[src/rtl/dequeue_sequencer.sv]
//------------------------------------------------------------------------------
// dequeue_sequencer: holds an accepted ICD mask as a pending set and issues one
// dequeue pulse per requested channel once that channel is non-empty.
// Revision: 1.0
//------------------------------------------------------------------------------
`default_nettype none

module dequeue_sequencer #(
  parameter int NUM_CHANNELS      = 4,
  parameter int STALL_COUNT_WIDTH = 8,
  parameter int TIMEOUT_CYCLES    = 200
) (
  input  logic                         clock,
  input  logic                         reset,
  input  logic                         enable,
  input  logic                         flush,
  input  logic                         request_valid,
  input  logic [NUM_CHANNELS-1:0]      request_icd,
  output logic                         request_ready,
  input  logic [NUM_CHANNELS-1:0]      channel_empty,
  output logic [NUM_CHANNELS-1:0]      dequeue_signals,
  output logic [NUM_CHANNELS-1:0]      pending,
  output logic                         busy,
  output logic [STALL_COUNT_WIDTH-1:0] stall_count,
  output logic                         timeout
);

  typedef enum logic [0:0] {
    IDLE  = 1'b0,
    DRAIN = 1'b1
  } state_t;

  localparam logic [STALL_COUNT_WIDTH-1:0] STALL_MAX    = '1;
  localparam logic [STALL_COUNT_WIDTH-1:0] TIMEOUT_LAST = STALL_COUNT_WIDTH'(TIMEOUT_CYCLES - 1);

  state_t                  state;
  logic [NUM_CHANNELS-1:0] fire;
  logic [NUM_CHANNELS-1:0] remaining;
  logic [NUM_CHANNELS-1:0] next_pending;
  logic                    accept;
  logic                    stalled;

  // Reset gates fire so a reset arriving mid-drain never emits a pulse.
  always_comb begin
    fire          = (enable && !flush && !reset) ? (pending & ~channel_empty) : '0;
    remaining     = pending & ~fire;
    request_ready = reset ? enable : (enable && !flush && (remaining == '0));
    accept        = request_valid && request_ready && !reset;
    next_pending  = accept ? request_icd : remaining;
    stalled       = (state == DRAIN) && (fire == '0);
  end

  assign dequeue_signals = fire;
  assign busy            = (state == DRAIN);

  always_ff @(posedge clock) begin
    if (reset) begin
      state       <= IDLE;
      pending     <= '0;
      stall_count <= '0;
      timeout     <= 1'b0;
    end else if (enable) begin
      if (flush) begin
        state       <= IDLE;
        pending     <= '0;
        stall_count <= '0;
      end else begin
        pending <= next_pending;
        state   <= (next_pending != '0) ? DRAIN : IDLE;
        if (stalled) begin
          if (stall_count != STALL_MAX) begin
            stall_count <= stall_count + 1'b1;
          end
          if (stall_count == TIMEOUT_LAST) begin
            timeout <= 1'b1;
          end
        end else begin
          stall_count <= '0;
        end
      end
    end
  end

endmodule

`default_nettype wire

[config.mk]
export PLATFORM = sky130hd
export DESIGN_NAME = dequeue_sequencer
export DESIGN_NICKNAME = d
export VERILOG_FILES = /design/src/rtl/dequeue_sequencer.sv
export SDC_FILE = /design/constraint.sdc
export NUM_CORES = 1
export LEC_CHECK = 0
export BUFFER_PORTS_ARGS = -buffer_cell sky130_fd_sc_hd__clkbuf_2
export CAP_MARGIN = 10
export CORE_MARGIN = 3
export CORE_UTILIZATION = 45
export DETAILED_ROUTE_END_ITERATION = 16
export PLACE_DENSITY = 0.76
export SYNTH_ARGS = -nofsm -noshare
export SYNTH_HDL_FRONTEND = slang
export SYNTH_SLANG_ARGS = --single-unit
export TNS_END_PERCENT = 100
[constraint.sdc]
create_clock -name clock -period 2.4 [get_ports clock]
set_input_delay 0.48 -clock clock [delete_from_list [all_inputs] [get_ports clock]]
set_output_delay 0.48 -clock clock [all_outputs]
set_load 0.1 [all_outputs]
==> flow_summary.json <==
{
  "status": "finished, final reports clean",
  "fp.dieW_um": 48.4,
  "area_delta_synth_final_pct": 40.6,
  "antennaDiodeCount": 0,
  "setup_viol": 0,
  "num-fill-cells": 126,
  "place_congestion": 0.816,
  "holdPathEnd": "pending[1]$_SDFFE_PP0P_",
  "gr-usage-all-layers_pct": 18.1,
  "drc": 0,
  "via_per_inst": 5.58,
  "critPathLaunchType": "input pin",
  "port_buffers": 31,
  "grt_overflow": 0,
  "vias": 865,
  "grt_max_degree": 11,
  "pwr-share-clk_pct": 32.7,
  "clkTransAtPathRegs_ns": 0.09,
  "reg2reg_to": "stall_count[1]$_SDFFE_PP0P_",
  "ys_warn_count": 0,
  "synthFlopType": "dfxtp_1",
  "syn_area_um2": 810,
  "synth_most_common_cell": "dfxtp_1",
  "p_total_mw": 0.522,
  "p_leak_nw": 0.475,
  "min_from": "request_icd[1]",
  "syn_avg_cell_area_um2": 8.26,
  "drive_gt1_share_pct": 35.9,
  "internal_power_mw": 0.361,
  "endpoint_kind": "primary output",
  "clock_sinks": 14,
  "ant_nets": 0,
  "grt_pass1_wl_um": 3420,
  "drt_iter0_drc": 41,
  "routed_wirelength_um": 2060,
  "critPathRequiredTime_ns": 1.92,
  "synth_edf_count": 0,
  "pwr_density_cell_nw_per_um2": 459,
  "timing.hold.ws_ns": 0.448,
  "ys_seq_area_share_pct": 34.6,
  "grt_pass1_vias": 762,
  "p_sw_share_pct": 30.8,
  "worst_hold_path_type": "input pin to flip-flop",
  "max_cap_viol_count": 0,
  "worst-path-max-fanout": 9,
  "rows": 14,
  "hold_path_depth": 3,
  "dp.final_hpwl_um": 1640,
  "reg2reg_from": "stall_count[0]$_SDFFE_PP0P_",
  "ir_drop_mv": 0.472,
  "final_cells": 155,
  "die_h_um": 48.4,
  "crit_arrival_ns": 1.65,
  "synth_nets": 112,
  "min_period_ns": 2.13,
  "clockBufferDepth": 2,
  "maxSlewHeadroom_pct": 63.9,
  "antenna_found_initial": 0,
  "path_class": "input pin to primary output",
  "yosysTopAreaCell": "dfxtp_1",
  "dieArea_um2": 2340,
  "coreArea_um2": 1590,
  "reg2reg_setup_slack_ns": 0.80,
  "ys_ff_latch": 14,
  "ff2ff_path_depth": 5,
  "clock_latency_ns": 0.29,
  "drv_slew": 0,
  "cts_tree": "built",
  "start_util_pct": 50.8,
  "fin_tns_setup_ns": 0,
  "syn_inst": 98,
  "netlist.area_leader.share_pct": 34.6,
  "p_comb_share_pct": 21.3,
  "max_freq_ghz": 0.469,
  "synth_cell_types": 36,
  "wire_per_inst_um": 13.3,
  "placed_cells": 151,
  "p_sw_mw": 0.161,
  "skew_ns": 0.00891,
  "synthArstFlopShare_pct": 0,
  "hold_buffers": 0,
  "ys_top_cells_by_count": "dfxtp_1, a21oi_1, inv_1, nor2_1",
  "clock-root-buffer": "clkbuf_4",
  "io_pins": 32,
  "dr.pass1.iters": 5,
  "final_nets": 146,
  "hold_viol": 0,
  "h-tree-depth": 1,
  "period_share_pct": 88.9,
  "cts_resized": 0,
  "cts-buffers-inserted": 3,
  "rsz0062_at_grt": "no",
  "worstMarginPinSlew_ns": 0.544,
  "post-cts-setup-buffers": 0,
  "synth.area.top_cells": "dfxtp_1, a21oi_1, inv_1, o22ai_1, nor2_1",
  "p_seq_share_pct": 46.1
}
worst max-delay path, stage by stage:
cell	delay, ns
clkbuf_2	0.20
inv_1	0.11
or3_4	0.47
nor3_4	0.18
buf_12	0.20
registers in the layout (all words and copies together) (netlist names):
name	cells
stall_count	8
busy	1
pending	4
timeout	1
power groups by stage:
stage	combinational, mW	sequential [mW]	clock [mW]
global route	0.118	0.242	0.186
floorplan	0.0499	0.276	0
finish	0.111	0.241	0.171
global placement	0.109	0.246	0
CTS	0.111	0.241	0.175
detailed placement	0.111	0.246	0
cells by family after synthesis:
| family | count (synthesis) | share of synthesized area (%) |
|---|---|---|
| and+or+nand+nor | 43 | 33.2 |
| xor gates and xnor gates | 2 | 2.16 |
| buffers and inverters | 11 | 5.72 |
| adders and majority gates | 1 | 1.55 |
| AOI/OAI and AO/OA | 27 | 22.7 |
| DFF | 14 | 34.6 |
per-layer routing:
| metal | vias to the layer above | share of wire, % | track usage, % |
|---|---|---|---|
| met2 | 47 | 44 | 27.1 |
| met4 | 0 | 1.3 | 5.21 |
| li1 | 431 | - | - |
| met1 | 383 | 45 | 25.0 |
| met3 | 4 | 9.2 | 5.52 |
| met5 | - | 0 | 0 |
final cells by class:
class / instances / area (um2) / area share, %
sequential: 14 / 282 / 24.7
clock buffer: 4 / 36.3 / 3.19
tap: 24 / 30.0 / 2.64
timing repair buffer: 31 / 230 / 20.2
inverter: 9 / 33.8 / 2.97
multi-input combinational: 73 / 527 / 46.3
worst max-delay path by stage:
stage	cells past startpoint	start	to	slack (ns)
finish	5	enable	dequeue_signals[0]	0.27
global route	5	enable	dequeue_signals[0]	0.19
detailed placement	5	enable	dequeue_signals[0]	0.27
global placement	5	enable	dequeue_signals[0]	0.31
CTS	5	enable	dequeue_signals[0]	0.26
floorplan	2	pending[2]$_SDFFE_PP0P_	dequeue_signals[2]	-0.10
placed cells by master (no fill, tap or decap), types with 2 or more instances in the layout:
cell | netlist | routed
or3_1 | 3 | 2
nor2_1 | 8 | 6
o22ai_1 | 5 | 5
dfxtp_1 | 14 | 13
and3_1 | 3 | 3
a21oi_1 | 10 | 10
nand2b_1 | 4 | 4
nor3_4 | 0 | 2
nand2_1 | 4 | 4
nor2_4 | 0 | 2
xor2_1 | 2 | 2
clkbuf_4 | 0 | 3
and4_1 | 2 | 2
nor3_1 | 5 | 3
o21ai_0 | 2 | 2
buf_12 | 0 | 5
clkbuf_2 | 0 | 26
nand4_1 | 4 | 4
inv_1 | 9 | 9
nand3_1 | 2 | 2
through the flow:
stage	cell area, um2	utilization, %	worst slack (ns)
2_1_floorplan	855	-	-0.100
3_3_place_gp	1100	69.2	0.306
3_5_place_dp	1100	69.2	0.267
4_1_cts	1140	71.4	0.257
5_1_grt	1140	71.4	0.195
6_report	1140	71.4	0.266
Note: power is estimated with default switching activity, not from simulation.
